$ cat config.mk
export PLATFORM = sky130hd
export DESIGN_NAME = fwd_hazard_ctrl
export DESIGN_NICKNAME = d
export VERILOG_FILES = /design/src/rtl/fwd_hazard_ctrl.sv
export SDC_FILE = /design/constraint.sdc
export NUM_CORES = 1
export LEC_CHECK = 0
export CAP_MARGIN = 20
export CELL_PAD_IN_SITES_DETAIL_PLACEMENT = 0
export CELL_PAD_IN_SITES_GLOBAL_PLACEMENT = 1
export CORE_MARGIN = 4
export CORE_UTILIZATION = 30
export CTS_BUF_LIST = sky130_fd_sc_hd__clkbuf_16
export CTS_CLUSTER_SIZE = 10
export DETAILED_ROUTE_END_ITERATION = 8
export DONT_BUFFER_PORTS = 1
export PLACE_DENSITY_LB_ADDON = 0.1
export SLEW_MARGIN = 20
export SYNTH_ARGS = -nofsm -noshare
export SYNTH_HDL_FRONTEND = slang
export SYNTH_SLANG_ARGS = --single-unit
$ cat constraint.sdc
create_clock -name clk -period 1.3 [get_ports clk]
set_input_delay 0.26 -clock clk [delete_from_list [all_inputs] [get_ports clk]]
set_output_delay 0.26 -clock clk [all_outputs]
set_load 0.005 [all_outputs]
$ cat src/rtl/fwd_hazard_ctrl.sv
// fwd_hazard_ctrl: operand-forwarding selectors and load-wait stall for an
// ID -> MEX -> WB pipeline. Selectors are registered alongside the ID/MEX
// pipe register, so they describe the instruction currently sitting in MEX.
// A load holds MEX for MEM_LAT cycles; the extra cycles are covered by stall.
// MEM_LAT legal range is 1..16 (the load counter is 4 bits wide).
module fwd_hazard_ctrl #(
  parameter int REG_ADDR_W = 3,
  parameter int MEM_LAT    = 3
) (
  input  logic                  clk,
  input  logic                  rst_n,
  input  logic                  id_valid,
  input  logic [REG_ADDR_W-1:0] id_rs1,
  input  logic [REG_ADDR_W-1:0] id_rs2,
  input  logic [REG_ADDR_W-1:0] id_rd,
  input  logic                  id_reg_write,
  input  logic                  id_use_imm,
  input  logic                  id_is_load,
  output logic [1:0]            fwd_unit_selector1,
  output logic [1:0]            fwd_unit_selector2,
  output logic                  stall
);

  // Operand mux codes
  localparam logic [1:0] SEL_REG = 2'd0;
  localparam logic [1:0] SEL_FWD = 2'd1;
  localparam logic [1:0] SEL_IMM = 2'd2;

  // Extra MEX cycles a load needs beyond the first one
  localparam logic [3:0] LD_INIT = 4'(MEM_LAT - 1);

  typedef enum logic {
    S_IDLE = 1'b0,
    S_WAIT = 1'b1
  } state_t;

  // Load-wait FSM state; r_state is WAIT exactly when r_ld_cnt is non-zero
  state_t r_state;
  state_t w_state_nxt;
  logic [3:0] r_ld_cnt;
  logic [3:0] w_ld_cnt_nxt;

  // In-flight destination tracking
  logic                  r_mex_valid;
  logic [REG_ADDR_W-1:0] r_mex_rd;
  logic                  r_mex_wr;
  logic                  r_wb_valid;
  logic [REG_ADDR_W-1:0] r_wb_rd;
  logic                  r_wb_wr;

  // Registered selectors
  logic [1:0] r_sel1;
  logic [1:0] r_sel2;

  // Combinational helpers
  logic       w_advance;
  logic       w_ld_capture;
  logic       w_mex_src;
  logic       w_hit1;
  logic       w_hit2;
  logic [1:0] w_sel1;
  logic [1:0] w_sel2;

  // The pipeline moves only when no load is waiting in MEX
  assign w_advance = (r_state == S_IDLE);

  // A single-cycle load never needs a wait, so it never arms the counter
  assign w_ld_capture = id_valid & id_is_load & (LD_INIT != 4'd0);

  // MEX holds a real instruction that writes a non-zero register
  assign w_mex_src = r_mex_valid & r_mex_wr & (r_mex_rd != '0);

  // Only distance-1 hazards need forwarding; WB is covered by the regfile
  assign w_hit1 = id_valid & w_mex_src & (id_rs1 == r_mex_rd);
  assign w_hit2 = id_valid & w_mex_src & (id_rs2 == r_mex_rd);

  // Selector decode; the immediate outranks a forward on operand 2
  always_comb begin
    w_sel1 = SEL_REG;
    w_sel2 = SEL_REG;
    if (w_hit1) w_sel1 = SEL_FWD;
    if (id_use_imm)  w_sel2 = SEL_IMM;
    else if (w_hit2) w_sel2 = SEL_FWD;
  end

  // Load-wait next state: arm on load capture, count down while waiting
  always_comb begin
    w_state_nxt  = r_state;
    w_ld_cnt_nxt = r_ld_cnt;
    unique case (r_state)
      S_IDLE: begin
        if (w_ld_capture) begin
          w_state_nxt  = S_WAIT;
          w_ld_cnt_nxt = LD_INIT;
        end
      end
      S_WAIT: begin
        w_ld_cnt_nxt = r_ld_cnt - 4'd1;
        if (r_ld_cnt == 4'd1) w_state_nxt = S_IDLE;
      end
      default: begin
        w_state_nxt  = S_IDLE;
        w_ld_cnt_nxt = 4'd0;
      end
    endcase
  end

  // Load-wait state register; reset aborts a wait in progress
  always_ff @(posedge clk) begin
    if (!rst_n) begin
      r_state  <= S_IDLE;
      r_ld_cnt <= 4'd0;
    end else begin
      r_state  <= w_state_nxt;
      r_ld_cnt <= w_ld_cnt_nxt;
    end
  end

  // Tracking and selector registers advance together and freeze on stall
  always_ff @(posedge clk) begin
    if (!rst_n) begin
      r_mex_valid <= 1'b0;
      r_mex_rd    <= '0;
      r_mex_wr    <= 1'b0;
      r_wb_valid  <= 1'b0;
      r_wb_rd     <= '0;
      r_wb_wr     <= 1'b0;
      r_sel1      <= SEL_REG;
      r_sel2      <= SEL_REG;
    end else if (w_advance) begin
      r_wb_valid  <= r_mex_valid;
      r_wb_rd     <= r_mex_rd;
      r_wb_wr     <= r_mex_wr;
      r_mex_valid <= id_valid;
      r_mex_rd    <= id_rd;
      r_mex_wr    <= id_reg_write & id_valid;
      r_sel1      <= w_sel1;
      r_sel2      <= w_sel2;
    end
  end

  assign fwd_unit_selector1 = r_sel1;
  assign fwd_unit_selector2 = r_sel2;
  assign stall              = (r_state == S_WAIT);

  // WB tracking is a one-step-delayed copy of MEX tracking on every advance
  a_wb_follows_mex: assert property (
    @(posedge clk) disable iff (!rst_n)
    (rst_n && !stall) |=> (r_wb_valid == $past(r_mex_valid) &&
                           r_wb_rd    == $past(r_mex_rd) &&
                           r_wb_wr    == $past(r_mex_wr))
  );

  // Stall is exactly the non-zero load counter
  a_stall_cnt: assert property (
    @(posedge clk) disable iff (!rst_n) stall == (r_ld_cnt != 4'd0)
  );

endmodule
After elaboration in Yosys (flattened, before gate mapping):

Cells that the tools add are included.

* flip-flop bits (word level): 14
* logic and storage cells: 29
* output and inout port bits: 5
* input bits: 15

* bitwise gates (word level): 8
* reductions and logical operators: 1
* $add $sub $neg: 1
* mux-type cells: 8
* equality and inequality tests: 4

Operators by type and width (number)
* $pmux W4 S2: 1
* $and A1 B1 Y1: 7
* $eq A3 B3 Y1: 2
* $eq A4 B1 Y1 const B: 1
* $mux W1: 4
* $mux W4: 1
* $sub A4 B1 Y4 const B: 1
* $reduce_bool A3 Y1: 1
* $mux W2: 1
* $ne A2 B1 Y1 const B: 1
* $pmux W1 S2: 1
* $not A1 Y1: 1

Depth between registers and ports, before layout:

* depth in word-level cells: 6
* mapped depth: 5
* gate-level depth less buffers: 5

Worst setup path after synthesis:

Ideal clock, no wire load.

* kind: flip-flop to flip-flop
* from: reg r_ld_cnt[0]
* to: reg r_ld_cnt[1]
* stages on the path, launching flop included: 4
* path buffers: 0
* library setup time: 0.086 ns
* setup slack: 0.261 ns
* arrival time: 0.952 ns
* period minus slack after synthesis: 1.039 ns
* required time: 1.214 ns
* path through: dfxtp_1 inv_1 ha_1 a221oi_2

* cells in the longest elaborated chain, start to end: 2

Ends and longest elaborated chain
* from (decl): RTL line 40 `logic [3:0] r_ld_cnt;`
* from (signal assigned): RTL line 115 `r_ld_cnt <= w_ld_cnt_nxt;`
* $sub A4 B1 Y4: RTL line 98 `w_ld_cnt_nxt = r_ld_cnt - 4'd1;`
* $pmux W4 S2: RTL line 90 `unique case (r_state)`

Every way passes these cells.
A chain may end at the register's enable or synchronous reset.

Worst setup path in the final report:

Ends and elaborated chain as after synthesis.

==> results.ini <==
[final_layout]
multi_input_area_sq_um = 343
antenna_cells = 0
mostFrequentLayoutCell = dfxtp_1
ff_latch_area_sq_um = 260
drive_gt1_share_pct = 12.7
fillCellCount = 223
synthToLayoutAreaGrowth_pct = 14.9
final_nets = 89
layout_common_cells = 13 x dfxtp_1, 7 x nor2_1, 7 x xnor2_1

[logic_synthesis]
synthSimpleGateAreaFrac_pct = 22.3
ys_warn_count = 0
synth_top_area_cell = dfxtp_1
synthAdderAreaFrac_pct = 3.88
synth_area_sq_um = 646
synth_top_family_by_area = simple AND/OR/NAND/NOR gates
syn-num-nets = 86
synth-seq-area-share_pct = 40.3
synth-compound-area-share_pct = 9.30
muxShareOfSynthArea_pct = 6.20
netlist_instances = 69
yosys_register_bits = 13
synthXorXnorAreaFrac_pct = 10.9
synth_area_per_cell_sq_um = 9.36
synth_cell_types = 28
netlist_top_cells_area = dfxtp_1 40%, xnor2_1 9.5%, mux2i_1 6.2%, nor2_1 4.1%, ha_1 3.9%
yosysTopAreaCellShare_pct = 40.3

[critical_path]
cp.arrival_ns = 1.25
required_ns = 1.46
critPathKind = flop to flop
worst_setup_path_end_kind = flop
start_kind = flop
worstPathMaxFanout = 4

[clock_network]
cts_max_level = 1
post_cts_resized = 0
cts-root-buf = clkbuf_16
ctsLongestPathBuffers = 2
clk_pin_slew_worst_paths_ns = 0.04
cts_tree = done
cts_hold_buffers = 0
cts_sinks = 13
clock_latency_ns = 0.24
post_cts_buffers = 0
cts_buffers = 3

[timing]
fin_crit_ns = 1.09
finalMaxSlewViolations = 0
fin_crit_sh_pct = 83.9
clock-skew-final_ns = 0.00132
max_freq_mhz = 917
finalHoldViolations = 0
setup_viol = 0
rsz0062_at_grt = no
fin_tns_setup_ns = 0

[route]
drt_wl_total_um = 1280
vias_per_cell = 4.61
drtPass1Iterations = 3
routedWlPerCell_um = 13.1
ant_nets = 0
vias = 452
drt-initial-drc-count = 10
drc = 0

[power]
power_density_nw_per_um2 = 1540
seq_power_share_pct = 39.3
p_sw_uw = 247
total_power_uw = 1140
ir_drop_mv = 0.798
clockPowerShare_pct = 49.7
pwr-share-comb_pct = 11.0
internal_power_uw = 896
switching_share_pct = 21.6
p_leak_uw = 0.000275

[floorplan]
die_x_um = 54.4
row_count = 16
initial_core_util_pct = 32.2
die_height_um = 54.4
core_area_sq_um = 2000
io_pins = 20
die-area_sq_um = 2960

[placement]
io_buffers = 0
gp_congestion = 0.705
post-dp-hpwl_um = 980

[job]
cap_violations = 0

[global_routing]
grt_max_degree = 12
grt_util_all_layers_pct = 11.1
antenna_found_initial = 0
grt_pass1_wl_um = 2190
gr-total-overflow = 0
grt_pass1_vias = 470

[hold_path]
worstHoldPathType = input pin to flop

[run_status]
status = finished, final reports clean

power by group through the flow:
stage | clock network [uW] | registers [uW] | logic, uW
final | 568 | 449 | 125
after global routing | 607 | 453 | 145
after CTS | 596 | 450 | 128
after detailed placement | 0 | 457 | 128
after global placement | 0 | 457 | 128
after floorplan | 0 | 452 | 115
logic make-up (layout without fill, tap and decap cells):
family	count (synthesis)	after routing
xor gates and xnor gates	8	8
other	1	1
buffers and inverters	7	9
and+or+nand+nor	25	25
AOI/OAI and AO/OA	9	9
DFF	13	13
muxes	4	4
adders and majority gates	2	2
worst max-delay path, stage by stage (launching register included):
cell	delay, ns
dfxtp_1	0.38
inv_1	0.08
ha_1	0.30
a221oi_2	0.25
sequential cells by signal (all words and copies together) (netlist names):
name / cells
r_ld_cnt: 4
fwd_unit_selector2: 2
r_mex_valid: 1
r_mex_wr: 1
r_mex_rd: 3
stall: 1
fwd_unit_selector1: 1
final cells by class:
class | instances | area share (%)
well taps | 27 | 4.55
multi-input cells | 49 | 46.2
flip-flops and latches | 13 | 35.1
clock buffers | 3 | 10.1
clock inverters | 1 | 0.506
inverters | 3 | 1.52
repair buffers | 2 | 2.02
path summary, 6_finish.rpt:
kind / startpoint / endpoint / slack, ns / cells past startpoint
setup reg to reg: r_ld_cnt[0]$_SDFFE_PN0P_ / r_ld_cnt[1]$_SDFFE_PN0P_ / 0.21 / 3
hold / removal: rst_n / r_ld_cnt[3]$_SDFFE_PN0P_ / 0.16 / 2
setup / recovery: r_ld_cnt[0]$_SDFFE_PN0P_ / r_ld_cnt[1]$_SDFFE_PN0P_ / 0.21 / 3
hold reg to reg: r_mex_valid$_SDFFE_PN0N_ / r_mex_valid$_SDFFE_PN0N_ / 0.50 / 2
stage by stage:
step / util [%] / setup slack [ns] / hold WS [ns] / std cells / area, sq um
3_3_place_gp: 33.1 / 0.240 / 0.408 / 94 / 663
3_5_place_dp: 33.1 / 0.216 / 0.415 / 94 / 663
4_1_cts: 37.1 / 0.205 / 0.158 / 98 / 742
2_1_floorplan: - / 0.261 / 0.398 / 69 / 646
6_report: 37.1 / 0.210 / 0.163 / 98 / 742
5_1_grt: 37.1 / 0.0996 / 0.170 / 98 / 742
synthesized netlist by cell type, drive strengths merged:
cell    instances
a21oi           4
nand4           2
buf             4
conb            1
nand3b          2
xor2            1
a221oi          1
nor3            2
nor2b           2
nand2           4
o31ai           1
o21ai           2
nor2            7
or3             1
nand3           3
inv             3
mux2i           4
a22oi           1
dfxtp          13
ha              2
nor4bb          1
xnor2           7
nand4b          1
metal layers:
metal,share of wire [%],up-vias,track usage [%]
met2,44,17,15.7
met1,42,192,12.5
met5,0,-,0
li1,-,238,-
met4,2.3,0,7.47
met3,12,5,6.27
Power figures use the tool's default switching activity.
